$ cat src/rtl/scrambler_pkg.sv
// Shared types and step functions for the G(x) = 1 + x^39 + x^58 self-synchronous
// scrambler. Bits are handled in wire order: data bit i is the i-th bit on the
// wire, and LFSR bit k holds the wire bit k+1 positions in the past.
package scrambler_pkg;

  localparam int LFSR_W = 58;
  localparam int TAP_A  = 39;
  localparam int TAP_B  = 58;
  localparam int MAX_W  = 128;

  typedef logic [LFSR_W-1:0] lfsr_t;

  localparam lfsr_t LFSR_SEED_DEFAULT = '1;

  // {next_state, result}; result is LSB-aligned, bits at or above width are zero.
  typedef struct packed {
    lfsr_t            next_state;
    logic [MAX_W-1:0] result;
  } step_t;

  // hist lays the 58 past bits and the new word out as one line: hist[p] for
  // p < 58 is the past (hist[57] newest), hist[58+i] is word bit i. Both taps
  // are then fixed offsets back from the current bit, and the next state is
  // simply the newest 58 entries, which also covers widths below 58.
  function automatic step_t scr_step(lfsr_t state, logic [MAX_W-1:0] data, int width);
    logic [LFSR_W+MAX_W-1:0] hist;
    step_t                   r;
    hist = '0;
    r    = '0;
    for (int p = 0; p < LFSR_W; p++) hist[p] = state[LFSR_W-1-p];
    for (int i = 0; i < MAX_W; i++) begin
      if (i < width) begin
        hist[LFSR_W+i] = data[i] ^ hist[LFSR_W-TAP_A+i] ^ hist[LFSR_W-TAP_B+i];
        r.result[i]    = hist[LFSR_W+i];
      end
    end
    for (int k = 0; k < LFSR_W; k++) r.next_state[k] = hist[LFSR_W-1+width-k];
    return r;
  endfunction

  // Feed-forward inverse: history comes from the received (scrambled) bits.
  function automatic step_t dscr_step(lfsr_t state, logic [MAX_W-1:0] data, int width);
    logic [LFSR_W+MAX_W-1:0] hist;
    step_t                   r;
    hist = '0;
    r    = '0;
    for (int p = 0; p < LFSR_W; p++) hist[p] = state[LFSR_W-1-p];
    for (int i = 0; i < MAX_W; i++) begin
      if (i < width) begin
        hist[LFSR_W+i] = data[i];
        r.result[i]    = data[i] ^ hist[LFSR_W-TAP_A+i] ^ hist[LFSR_W-TAP_B+i];
      end
    end
    for (int k = 0; k < LFSR_W; k++) r.next_state[k] = hist[LFSR_W-1+width-k];
    return r;
  endfunction

endpackage

$ cat src/rtl/scrambler_core.sv
// Combinational scrambler/descrambler step for one DATA_W-bit word in wire order.
//   state      : current LFSR state
//   din        : input word (wire order)
//   next_state : LFSR state after this word
//   dout       : scrambled (or descrambled) word
module scrambler_core
  import scrambler_pkg::*;
#(
  parameter int DATA_W     = 64,
  parameter bit DESCRAMBLE = 1'b0
) (
  input  lfsr_t             state,
  input  logic [DATA_W-1:0] din,
  output lfsr_t             next_state,
  output logic [DATA_W-1:0] dout
);

  if (DATA_W < 8 || DATA_W > MAX_W) begin : g_bad_width
    $error("scrambler_core: DATA_W must be in 8..128");
  end

  step_t            step;
  logic [MAX_W-1:0] din_ext;

  assign din_ext = MAX_W'(din);

  if (DESCRAMBLE) begin : g_dscr
    assign step = dscr_step(state, din_ext, DATA_W);
  end else begin : g_scr
    assign step = scr_step(state, din_ext, DATA_W);
  end

  assign next_state = step.next_state;
  assign dout       = step.result[DATA_W-1:0];

  if (DATA_W < MAX_W) begin : g_pad
    logic unused_pad;
    assign unused_pad = ^step.result[MAX_W-1:DATA_W];
  end

endmodule

$ cat src/rtl/scrambler_par.sv
// Parallel self-synchronous 10GBASE-R scrambler/descrambler with a registered
// valid/ready output stage, low-power hold, per-word bypass and runtime seed load.
//   CLK, RST_N          : clock, async active-low reset
//   hold                : freezes LFSR and output stage, blocks input
//   seed_load, seed_val : one-cycle LFSR load (wins over a concurrent update)
//   in_data/in_bypass/in_valid/in_ready : input word handshake
//   out_data/out_valid/out_ready        : registered output handshake
//   lfsr_state          : current LFSR state (debug)
module scrambler_par
  import scrambler_pkg::*;
#(
  parameter int    DATA_W     = 64,
  parameter bit    DESCRAMBLE = 1'b0,
  parameter bit    REVERSE    = 1'b0,
  parameter lfsr_t SEED       = LFSR_SEED_DEFAULT
) (
  input  logic              CLK,
  input  logic              RST_N,
  input  logic              hold,
  input  logic              seed_load,
  input  lfsr_t             seed_val,
  input  logic [DATA_W-1:0] in_data,
  input  logic              in_bypass,
  input  logic              in_valid,
  output logic              in_ready,
  output logic [DATA_W-1:0] out_data,
  output logic              out_valid,
  input  logic              out_ready,
  output lfsr_t             lfsr_state
);

  lfsr_t             lfsr, lfsr_next;
  logic [DATA_W-1:0] wire_in, wire_out, core_res;
  logic              accept;

  // With REVERSE the MSB is first on the wire; flip into/out of wire order.
  for (genvar g = 0; g < DATA_W; g++) begin : g_bits
    if (REVERSE) begin : g_rev
      assign wire_in[g]  = in_data[DATA_W-1-g];
      assign core_res[g] = wire_out[DATA_W-1-g];
    end else begin : g_fwd
      assign wire_in[g]  = in_data[g];
      assign core_res[g] = wire_out[g];
    end
  end

  scrambler_core #(
    .DATA_W     (DATA_W),
    .DESCRAMBLE (DESCRAMBLE)
  ) u_core (
    .state      (lfsr),
    .din        (wire_in),
    .next_state (lfsr_next),
    .dout       (wire_out)
  );

  // hold is folded into in_ready so accept needs no separate hold term.
  assign in_ready   = (~out_valid | out_ready) & ~hold;
  assign accept     = in_valid & in_ready;
  assign lfsr_state = lfsr;

  always_ff @(posedge CLK or negedge RST_N) begin
    if (!RST_N) begin
      lfsr <= SEED;
    end else if (seed_load) begin
      lfsr <= seed_val;
    end else if (accept && !in_bypass) begin
      lfsr <= lfsr_next;
    end
  end

  always_ff @(posedge CLK or negedge RST_N) begin
    if (!RST_N) begin
      out_data  <= '0;
      out_valid <= 1'b0;
    end else begin
      if (accept) begin
        out_data  <= in_bypass ? in_data : core_res;
        out_valid <= 1'b1;
      end else if (out_valid && out_ready && !hold) begin
        out_valid <= 1'b0;
      end
    end
  end

endmodule
$ cat config.mk
export PLATFORM = sky130hd
export DESIGN_NAME = scrambler_par
export DESIGN_NICKNAME = d
export VERILOG_FILES = /design/src/rtl/scrambler_pkg.sv /design/src/rtl/scrambler_core.sv /design/src/rtl/scrambler_par.sv
export SDC_FILE = /design/constraint.sdc
export NUM_CORES = 1
export LEC_CHECK = 0
export ABC_AREA = 1
export BUFFER_PORTS_ARGS = -buffer_cell sky130_fd_sc_hd__buf_2
export CORE_MARGIN = 2
export CORE_UTILIZATION = 46
export DETAILED_ROUTE_END_ITERATION = 10
export PLACE_DENSITY = 0.78
export SLEW_MARGIN = 10
export SYNTH_ARGS = -nofsm -noshare
export SYNTH_HDL_FRONTEND = slang
export SYNTH_SLANG_ARGS = --single-unit
$ cat constraint.sdc
create_clock -name CLK -period 1.4 [get_ports CLK]
set_input_delay 0.14 -clock CLK [delete_from_list [all_inputs] [get_ports CLK]]
set_output_delay 0.14 -clock CLK [all_outputs]
set_load 0.03 [all_outputs]
; Word-level counts from Yosys, hierarchy flattened
; Cells that the tools add are included.
[totals]
regBits = 123
in_bits = 129
elab_cells = 148
[op_classes]
muxes = 5
bitwise_logic = 133
reduce_logical = 7
[op_table]
columns = cell, count
row1 = $xor A1 B1 Y1, 128
row2 = $mux W58, 2
row3 = $mux W64, 1
row4 = $reduce_bool A2 Y1, 2
row5 = $logic_and A1 B1 Y1, 3
row6 = $and A1 B1 Y1, 2
row7 = $logic_not A1 Y1, 2
row8 = $mux W1, 2
row9 = $not A1 Y1, 2
row10 = $or A1 B1 Y1, 1

; Logic depth before layout (Yosys ltp)
; Gate-level depths: netlist (run 1).
[depth]
ltp_word = 7
mapped_depth = 10
ltp_nobuf = 9

; Hierarchy
; From an unflattened synthesis (run 1), not the netlist that was laid out.
[unflattened]
cells_unflattened = 1321
area_unflattened_um2 = 8548.2
[by_module_without_submodules]
columns = module, n_inst, cells_each, area_each_um2, seq_area_each_um2
row1 = scrambler_par, 1, 926, 6341.1, 3150.5
row2 = scrambler_core, 1, 395, 2207.1, 0.0

; Worst setup path after synthesis (run 1)
; OpenSTA, ideal clock, no wires.
[synth_timing]
kind = register to register
start = reg out_valid
end = reg out_data[59]
setup_time_ns = 0.121
arrival_ns = 1.660
slack_ns = -0.381
stages_incl_launch_ff = 9
n_path_buf = 2
synth_period_minus_slack_ns = 1.781
path_cell_list = dfrtp_1 > inv_1 > nor2_1 > nor2_2 > nand2_1 > buf_2 > buf_2 > a22oi_1 > nand2_1
[synth_via]
elab_chain_cells = 4
[synth_lines]
columns = element, line
row1 = start: declaration, scrambler_par.sv:27  ; output logic out_valid,
row2 = start signal: assignment, scrambler_par.sv:75  ; out_valid <= 1'b0;
row3 = start signal: assignment, scrambler_par.sv:79  ; out_valid <= 1'b1;
row4 = start signal: assignment, scrambler_par.sv:81  ; out_valid <= 1'b0;
row5 = $not A1 Y1, scrambler_par.sv:58  ; assign in_ready = (~out_valid | out_ready) & ~hold;
row6 = $or A1 B1 Y1, scrambler_par.sv:58
row7 = $and A1 B1 Y1, scrambler_par.sv:58
row8 = via in_ready, scrambler_par.sv:25  ; output logic in_ready,
row9 = $and A1 B1 Y1, scrambler_par.sv:59  ; assign accept = in_valid & in_ready;
row10 = end signal: assignment, scrambler_par.sv:78  ; out_data <= in_bypass ? in_data : core_res;
row11 = end: declaration, scrambler_par.sv:26  ; output logic [DATA_W-1:0] out_data,
; The timed path passes the listed nets, and every way through them passes these cells.
; A chain may end at the register's enable or synchronous reset.

; Final worst setup path (run 1)
[layout_timing]
start = reg lfsr[19] (netlist: lfsr_state[19])
end = reg out_data[58]
[layout_via]
elab_chain_cells = 5
[layout_lines]
columns = element, line
row1 = start: declaration, scrambler_par.sv:32  ; lfsr_t lfsr, lfsr_next;
row2 = start signal: assignment, scrambler_par.sv:66  ; lfsr <= seed_val;
row3 = start signal: assignment, scrambler_par.sv:68  ; lfsr <= lfsr_next;
row4 = $xor A1 B1 Y1 (4 in series), scrambler_pkg.sv:33  ; hist[LFSR_W+i] = data[i] ^ hist[LFSR_W-TAP_A+i] ^ hist[LFSR_W-TAP_B+i];
row5 = $mux W64, scrambler_par.sv:78
; Every way passes these cells.

==> results of run 1 <==
[per-layer routing]
| layer | track usage, % | up-vias | wire [um] |
|---|---|---|---|
| li1 | - | 4087 | - |
| met1 | 41.19 | 4551 | 12460 |
| met2 | 62.12 | 836 | 18100 |
| met3 | 7.110 | 347 | 3778 |
| met4 | 24.04 | 0 | 3869 |
| met5 | 0 | - | 0 |
[cell usage after synthesis]
cell,n
nand3_1,194
o21ai_0,1
a22oi_1,25
buf_2,29
xor2_1,1
nand2_1,411
inv_1,78
buf_4,1
buf_1,2
inv_2,3
o211ai_1,15
clkbuf_1,8
or2_2,19
nor2_2,2
nand3b_1,2
xnor2_1,59
dfrtp_1,65
nor3_1,1
a21oi_1,2
dfstp_2,58
nor2_1,2
[layout make-up]
type                    count  area (um2)  share of cell area (%)
clock buffers              21       460.4                   3.473
repair buffers            482        4120                   31.08
clock inverters            11       143.9                   1.085
flip-flops and latches    123        3152                   23.78
multi-input cells         734        4817                   36.34
diodes                      1       2.502                 0.01888
well taps                 188       235.2                   1.774
inverters                  81       325.3                   2.454
[metrics by stage]
step / power [W] / cell area [um2]
floorplan: 0.008022 / 7268
global placement: 0.009858 / 9169
detailed placement: 0.009932 / 9169
CTS: 0.01498 / 11310
global route: 0.01691 / 13250
finish: 0.01645 / 13260
[sequential cells by signal, indices dropped and copies added, names as in the netlist]
signal      flops
lfsr_state     58
out_valid       1
out_data       64
[logic make-up (layout without fill, tap and decap cells)]
group                  after synthesis  in the layout  synth area share (%)
AO/OA/AOI/OAI                       43             43                 4.405
XOR/XNOR                            60             60                 7.341
flip-flops                         123            123                 44.01
buffers and inverters              121            595                 6.904
AND/OR/NAND/NOR                    631            631                 37.34
other                                0              1                     0
[worst reg2reg max path, cell delays in order (launching register included)]
cell and delay [ns]:
dfstp_2 0.59, inv_1 0.11, nand2_1 0.11, nand2_1 0.07
nand2_1 0.12, nand3_1 0.16, nand2_1 0.12, nand2_1 0.11
nand3_2 0.11, nand2_1 0.09
[final timing paths]
path | endpoint | cells after the start | startpoint
hold reg to reg | out_data[42]$_DFFE_PN0P_ | 2 | out_data[42]$_DFFE_PN0P_
setup / recovery | out_data[58]$_DFFE_PN0P_ | 9 | lfsr_state[19]$_DFFE_PN1P_
hold / removal | lfsr_state[1]$_DFFE_PN1P_ | 5 | seed_val[1]
setup reg to reg | out_data[58]$_DFFE_PN0P_ | 9 | lfsr_state[19]$_DFFE_PN1P_
min in group asynchronous | out_data[43]$_DFFE_PN0P_ | 3 | RST_N
max in group asynchronous | lfsr_state[55]$_DFFE_PN1P_ | 3 | RST_N
[power by group]
part           internal [W]  switching (W)  total (W)  leakage (nW)
clock network       0.00289        0.00178    0.00466         0.297
logic               0.00259        0.00417    0.00677          5.21
registers           0.00436       0.000661    0.00502          1.42
[cell usage in the layout (no fill, tap or decap), types with 4 or more instances in the layout]
cell and n:
inv_2 8, nand3_4 15, dlygate4sd3_1 106, clkbuf_16 31, buf_2 212, clkinv_4 4
o211ai_1 15, clkbuf_4 4, xnor2_1 59, nand3_2 73, buf_16 6, nand3_1 106
nand2_4 59, nand2_1 296, clkinv_2 4, nor2_4 4, nand2_2 55, inv_1 70
buf_12 15, a22oi_2 24, dfstp_2 58, buf_4 71, or2_2 19, dfrtp_1 64
buf_6 51
[timing repair]
item / in CTS / in global routing
setup endpoints to repair: 150 / 144
gates resized for setup: 79 / 335
setup buffers: 9 / 27
gates cloned: 4 / 18
hold buffers: 106 / 0
hold endpoints to repair: 175 / 0
pin swaps: 7 / 99
==> flow_summary.ini, run 1 <==
[global_routing]
globalRouteOverflowTotal = 0
grt_pass1_wl_um = 45690
grt_antenna_before_repair = 1
pin_count_of_the_biggest_net_entering_global_routing = 68
first_global_vias = 8879
grtUsageTotal_pct = 36.27

[sta]
rsz_0062_raised_after_global_routing = true
maxSlewHeadroom_pct = 68.82
tightest_slew_ns = 0.4677
final-hold-violation-count = 0
final.setup_skew_ns = 0.009894
timing.final.setup_violations = 139
final.setup.worst_slack_ns = -0.3345
slew_violations = 0
fmaxAchievable_mhz = 576.5
layout_worst_path_cycle_share_pct = 123.9
final.hold.worst_slack_ns = 0.01066
post-route-min-period_ns = 1.734
fin_tns_setup_ns = -19.98

[min_path]
hold_path.class = input pin to flop

[worst_setup_path]
worstPathBufferInverterCount = 1
cpMaxStageDelayCell = dfstp_2
crit_path_cell_trace = inv_1 -> nand2_1 -> nand2_1 -> nand2_1 -> nand3_1 -> nand2_1 -> nand2_1 -> nand3_2 -> nand2_1
timing.critical_path.max_delay_family = simple AND/OR/NAND/NOR gates
end_kind = flop
timing.reg2reg.setup_slack_ns = -0.33
critical_path.most_common_cell = nand2_1
timing_worst_setup_path_type = flop to flop
critical_path.max_stage_delay_ns = 0.59
cp-start-kind = flop
worstPathArrival_ns = 2.03
biggest_fanout_along_the_worst_timing_path = 5
cp_data_required_time_ns = 1.70

[floorplanning]
core_area_um2 = 15200
die_height_um = 128.7
placementRows = 45
floorplan.die_area_um2 = 16580
initial_core_util_pct = 47.09
die_w_um = 128.7
boundaryPins = 253

[detailed_routing]
drt-total-wl_um = 38200
detailedRoute.firstPassIterationCount = 5
drt_first_iter_violations = 1167
route.vias.total = 9821
postRouteAntennaNets = 0
drc_errors = 0
viasPerCell = 5.985
routed_length_per_instance_um = 23.28

[logic_synthesis]
synthesis.nets = 1107
post_synth_instance_area_um2 = 7158
synth_top_cells_by_area = dfrtp_1, nand2_1, dfstp_2, nand3_1, xnor2_1
synth.ff_latch_count = 123
synth_cell_type_count = 21
synthesis.yosys.warnings = 0
synth_largest_area_cell = dfrtp_1
post_synth_inst_count = 978
ys_seq_area_share_pct = 44.01
synth_top_cell_area_share_pct = 22.72
synth_area_per_cell_um2 = 7.319

[placed_design]
buffer_ports.inserted = 252
dp_slack_ns = -0.1496
place.gp.congestion = 0.8801
place_hpwl_um = 18470
placed_cell_count = 1445

[outcome]
outcome = finished with violations
violated_checks = negative setup slack

[clock_network]
clk_root_buffer_cell = clkbuf_16
ctsLongestPathBuffers = 2
clkTransAtPathRegs_ns = 0.06
clock_sinks = 123
tritoncts = built
clock_tree.htree_level_count = 4
cts_buffers = 17
clk_latency_ns = 0.44

[power_and_ir_drop]
power_per_cell_area_nw_per_um2 = 1241
max_vdd_drop_uv = 958.6
leakage_nw = 6.920

[layout]
finish.cell_count_without_fillers = 1641
utilization_pct = 87.20
design.final.nets = 1568
ratio_of_cells_with_drive_above_1_in_the_final_layout_pct = 50.14
fillerInstances = 693
areaGrowthSynthToFinish_pct = 85.20

[flow_run]
drv_cap = 0
Note: power is estimated with default switching activity, not from simulation.
==> inputs of run 2 (changes only) <==
Settings changed: CORE_ASPECT_RATIO from default to 1.2.
==> flow_summary.ini, run 2 (synthesis gave the netlist of run 1 again) <==
[floorplanning]
core_area_um2 = 15080
die_w_um = 117.9
initial_core_util_pct = 47.46
placementRows = 49
boundaryPins = 253
die_height_um = 140.7
floorplan.die_area_um2 = 16580

[detailed_routing]
drt_first_iter_violations = 868
drc_errors = 0
drt-total-wl_um = 31460
route.vias.total = 9050
routed_length_per_instance_um = 19.50
detailedRoute.firstPassIterationCount = 6
postRouteAntennaNets = 0
viasPerCell = 5.611

[global_routing]
pin_count_of_the_biggest_net_entering_global_routing = 85
grt_pass1_wl_um = 44550
first_global_vias = 8392
grt_antenna_before_repair = 1
grtUsageTotal_pct = 34.29
globalRouteOverflowTotal = 0

[worst_setup_path]
biggest_fanout_along_the_worst_timing_path = 11
critical_path.most_common_cell = nor2_4
timing.critical_path.max_delay_family = buffers and inverters
critical_path.max_stage_delay_ns = 0.41
worstPathBufferInverterCount = 4
cpMaxStageDelayCell = dfrtp_2
worstPathArrival_ns = 2.04
end_kind = flop
timing_worst_setup_path_type = flop to flop
cp-start-kind = flop
crit_path_cell_trace = inv_2 -> nor2_4 -> buf_6 -> nor2_4 -> nand2_4 -> nor2_4 -> buf_12 -> clkbuf_16 -> a22oi_1 -> nand2_1
cp_data_required_time_ns = 1.74

[placed_design]
buffer_ports.inserted = 252
place.gp.congestion = 0.9521
place_hpwl_um = 18810
dp_slack_ns = -0.1656

[sta]
rsz_0062_raised_after_global_routing = true
fin_tns_setup_ns = -20.02
final-hold-violation-count = 0
post-route-min-period_ns = 1.698
tightest_slew_ns = 0.5441
layout_worst_path_cycle_share_pct = 121.3
slew_violations = 0
final.setup_skew_ns = 0.01332
timing.final.setup_violations = 126
maxSlewHeadroom_pct = 63.73
fmaxAchievable_mhz = 588.9
final.setup.worst_slack_ns = -0.2980

[power_and_ir_drop]
leakage_nw = 6.084
totalPowerFinal_w = 0.01493
max_vdd_drop_uv = 859.4
power_per_cell_area_nw_per_um2 = 1264

[clock_network]
clkTransAtPathRegs_ns = 0.06
clk_latency_ns = 0.42
clock_sinks = 123
ctsLongestPathBuffers = 2
tritoncts = built
clock_tree.htree_level_count = 4
clk_root_buffer_cell = clkbuf_16
cts_buffers = 17

[outcome]
outcome = finished with violations
violated_checks = negative setup slack

[flow_run]
drv_cap = 0

[layout]
ratio_of_cells_with_drive_above_1_in_the_final_layout_pct = 39.63
final_cell_mix = nand2_1, buf_2, nand3_1, dlygate4sd3_1, inv_1
design.final.nets = 1524
max_flop_register = out_data
fillerInstances = 986
areaGrowthSynthToFinish_pct = 65.04
mostFrequentLayoutCell = nand2_1
largest_reg_flops = 64

[min_path]
hold_path.class = input pin to flop
## run 2: final timing paths
check                                    startpoint                    endpoint  slack (ns)  cells after the start
max                           out_valid$_DFFE_PN0P_    out_data[58]$_DFFE_PN0P_       -0.30                     10
min                                    seed_val[55]  lfsr_state[55]$_DFFE_PN1P_       0.002                      3
max reg2reg                   out_valid$_DFFE_PN0P_    out_data[58]$_DFFE_PN0P_       -0.30                     10
min reg2reg                out_data[16]$_DFFE_PN0P_    out_data[16]$_DFFE_PN0P_        0.50                      2
max in group asynchronous                     RST_N       out_valid$_DFFE_PN0P_        0.64                      3
min in group asynchronous                     RST_N    out_data[11]$_DFFE_PN0P_        0.29                      3
## run 2: cell type report
cell class | instances | area, um2 | area share [%]
antenna | 1 | 2.502 | 0.02118
timing repair inverter | 1 | 16.27 | 0.1377
tap | 204 | 255.2 | 2.161
multi-input combinational | 734 | 3989 | 33.76
inverter | 81 | 321.6 | 2.722
clock buffer | 19 | 432.9 | 3.664
timing repair buffer | 437 | 3541 | 29.97
sequential | 123 | 3152 | 26.68
clock inverter | 13 | 103.9 | 0.8791
## run 2: metal layers
metal  vias to the layer above  part of all wire [%]  GRT usage, %
li1                       3992                     -             -
met1                      4242                    37         43.44
met2                       651                    47         55.72
met3                       165                    10         7.605
met4                         0                   5.5         16.74
met5                         -                     0             0
## run 2: tightest hold or removal path, cell delays in order
cell,delay [ns]
buf_2,0.11
nand2_1,0.07
o211ai_1,0.09
## run 2: repair_timing
action,4_1_cts,5_1_grt
gates resized for setup,86,106
hold buffers,84,2
cloned,9,6
endpoints found under the setup margin,142,146
pin swaps,6,30
buffers inserted,9,20
hold endpoints to repair,148,2
## run 2: metrics by stage
step	cell area [um2]	utilization [%]	hold WS, ns	cells
after floorplan	7268	-	-0.1556	978
after global placement	9116	60.44	0.2116	1453
after detailed placement	9116	60.44	0.2182	1453
after CTS	11110	73.65	0.0005710	1587
after global routing	11810	78.31	0.001437	1612
final	11810	78.33	0.002186	1613
## run 2: where the power goes
part	leakage (nW)	internal [W]	switching (W)
logic	4.41	0.00225	0.00362
registers	1.42	0.00435	0.000599
clock network	0.258	0.00241	0.00170
total	6.08	0.00902	0.00592
==> inputs of run 3 (changes only) <==
Settings changed: BUFFER_PORTS_ARGS -buffer_cell sky130_fd_sc_hd__buf_2 to -buffer_cell sky130_fd_sc_hd__buf_4, CELL_PAD_IN_SITES_DETAIL_PLACEMENT from default to 0, CELL_PAD_IN_SITES_GLOBAL_PLACEMENT from default to 1, CORE_UTILIZATION 46 to 32, PLACE_DENSITY 0.78 to default, PLACE_DENSITY_LB_ADDON from default to 0.1.
==> flow_summary.ini, run 3 (synthesis gave the netlist of run 1 again) <==
[detailed_routing]
drc_errors = 0
route.vias.total = 8366
routed_length_per_instance_um = 18.38
viasPerCell = 4.847
postRouteAntennaNets = 0
drt-total-wl_um = 31730
detailedRoute.firstPassIterationCount = 5
drt_first_iter_violations = 528

[layout]
sequential_cell_area_um2 = 3152
largest_reg_flops = 64
final_cell_mix = nand2_1, buf_4, nand3_1, dlygate4sd3_1, inv_1
finish.cell_count_without_fillers = 1726
ratio_of_cells_with_drive_above_1_in_the_final_layout_pct = 40.63
areaGrowthSynthToFinish_pct = 78.80
fillerInstances = 2083
multi_input_comb_area_um2 = 3923
antenna-diode-count = 0
mostFrequentLayoutCell = nand2_1
max_flop_register = out_data
design.final.nets = 1568

[global_routing]
grt_antenna_before_repair = 0
grt_pass1_wl_um = 46200
pin_count_of_the_biggest_net_entering_global_routing = 41
grtUsageTotal_pct = 25.73
globalRouteOverflowTotal = 0
first_global_vias = 8009

[min_path]
hold_path.class = input pin to flop
holdCritStartpoint = seed_val[10]
worst_hold_path.endpoint = lfsr_state[10]$_DFFE_PN1P_
worstHoldPathCells = 5

[power_and_ir_drop]
totalPowerFinal_w = 0.01577
leakage_nw = 6.389
power_per_cell_area_nw_per_um2 = 1232
max_vdd_drop_uv = 916.3

[worst_setup_path]
end_kind = flop
worstPathArrival_ns = 1.89
timing.rr.end = out_data[54]$_DFFE_PN0P_
cp-start-kind = flop
crit-reg2reg-launch = out_valid$_DFFE_PN0P_
timing.reg2reg.setup_slack_ns = -0.14
timing_worst_setup_path_type = flop to flop
biggest_fanout_along_the_worst_timing_path = 9
r2r_cells = 8
cp_data_required_time_ns = 1.75

[sta]
rsz_0062_raised_after_global_routing = true
tightest_slew_ns = 0.4148
final.setup_skew_ns = 0.01281
post-route-min-period_ns = 1.536
final.setup.worst_slack_ns = -0.1360
final-hold-violation-count = 0
slew_violations = 0
timing.final.setup_violations = 100
layout_worst_path_cycle_share_pct = 109.7
maxSlewHeadroom_pct = 72.35
fmaxAchievable_mhz = 651.1

[clock_network]
clk_latency_ns = 0.42
ctsLongestPathBuffers = 2
clock_sinks = 123
clkTransAtPathRegs_ns = 0.06
cts_buffers = 17
tritoncts = built
clock_tree.htree_level_count = 4
clk_root_buffer_cell = clkbuf_16

[placed_design]
place.gp.congestion = 0.8389
buffer_ports.inserted = 252
placed_cell_count = 1548
place_hpwl_um = 21750

[flow_run]
drv_cap = 0

[outcome]
violated_checks = negative setup slack
outcome = finished with violations

[floorplanning]
initial_core_util_pct = 32.76
floorplan.die_area_um2 = 23590
die_height_um = 167.8
die_w_um = 140.5
boundaryPins = 253
core_area_um2 = 21850
placementRows = 59
run 3: changes by cell type in the layout (fill, tap and decap cells not counted), moves of 7 or more:
cell	delta
nand2_4	-7
buf_6	+8
buf_4	+246
buf_2	-223
dlygate4sd3_1	+19
nand2_2	+16
nand2_1	-9
run 3: what timing repair did:
item                       in CTS  in global routing
pin swaps                       7                 27
buffers inserted               20                  9
setup endpoints to repair     140                141
hold endpoints to repair      184                  0
gates cloned                    6                  8
resized for setup              57                 90
hold buffers                  105                  0
run 3: how the worst max path moves through the flow:
stage | slack, ns | end | from
after floorplan | -0.12 | out_data[5]$_DFFE_PN0P_ | out_valid$_DFFE_PN0P_
after global placement | -0.16 | lfsr_state[17]$_DFFE_PN1P_ | out_valid$_DFFE_PN0P_
after detailed placement | -0.15 | lfsr_state[17]$_DFFE_PN1P_ | out_valid$_DFFE_PN0P_
after CTS | -0.10 | lfsr_state[1]$_DFFE_PN1P_ | out_valid$_DFFE_PN0P_
after global routing | -0.22 | lfsr_state[1]$_DFFE_PN1P_ | out_valid$_DFFE_PN0P_
final | -0.14 | out_data[54]$_DFFE_PN0P_ | out_valid$_DFFE_PN0P_
run 3: power breakdown:
group	switching, W	total, W	internal (W)
registers	0.000598	0.00495	0.00435
clock network	0.00175	0.00447	0.00272
logic	0.00356	0.00634	0.00278
run 3: critical path, cell delays in order, from the launching register on:
cell and delay, ns:
dfrtp_2 0.41, inv_2 0.06, nor2_2 0.05, nor3_2 0.14, nand2_2 0.14, inv_2 0.16, bufbuf_16 0.30, nand3_1 0.14
nand2_1 0.09
run 3: area by class of cell:
cell class,instances,area share [%]
multi-input combinational,734,30.65
inverter,81,2.395
clock inverter,13,1.095
sequential,123,24.63
clock buffer,19,3.539
tap,274,2.679
timing repair buffer,482,35.02
run 3: stage by stage:
stage / utilization [%] / instance area, um2 / hold WS, ns / TNS (ns) / setup slack, ns
floorplan: - / 7268 / -0.1556 / -6.270 / -0.1165
global placement: 45.87 / 10020 / 0.04860 / -6.218 / -0.1584
detailed placement: 45.87 / 10020 / 0.05247 / -7.235 / -0.1549
CTS: 56.01 / 12240 / 0.003607 / -3.292 / -0.1010
global route: 58.57 / 12800 / 0.02199 / -15.83 / -0.2196
finish: 58.57 / 12800 / 0.01850 / -6.479 / -0.1360
run 3: routing by layer:
metal  GRT usage, %  share of wire [%]  wire length, um  vias to the layer above
li1               -                  -                -                     4077
met1          34.95                 45            14180                     3997
met2          43.14                 49            15500                      263
met3          4.778                5.0             1591                       29
met4          5.348                1.5              461                        0
met5              0                  0                0                        -
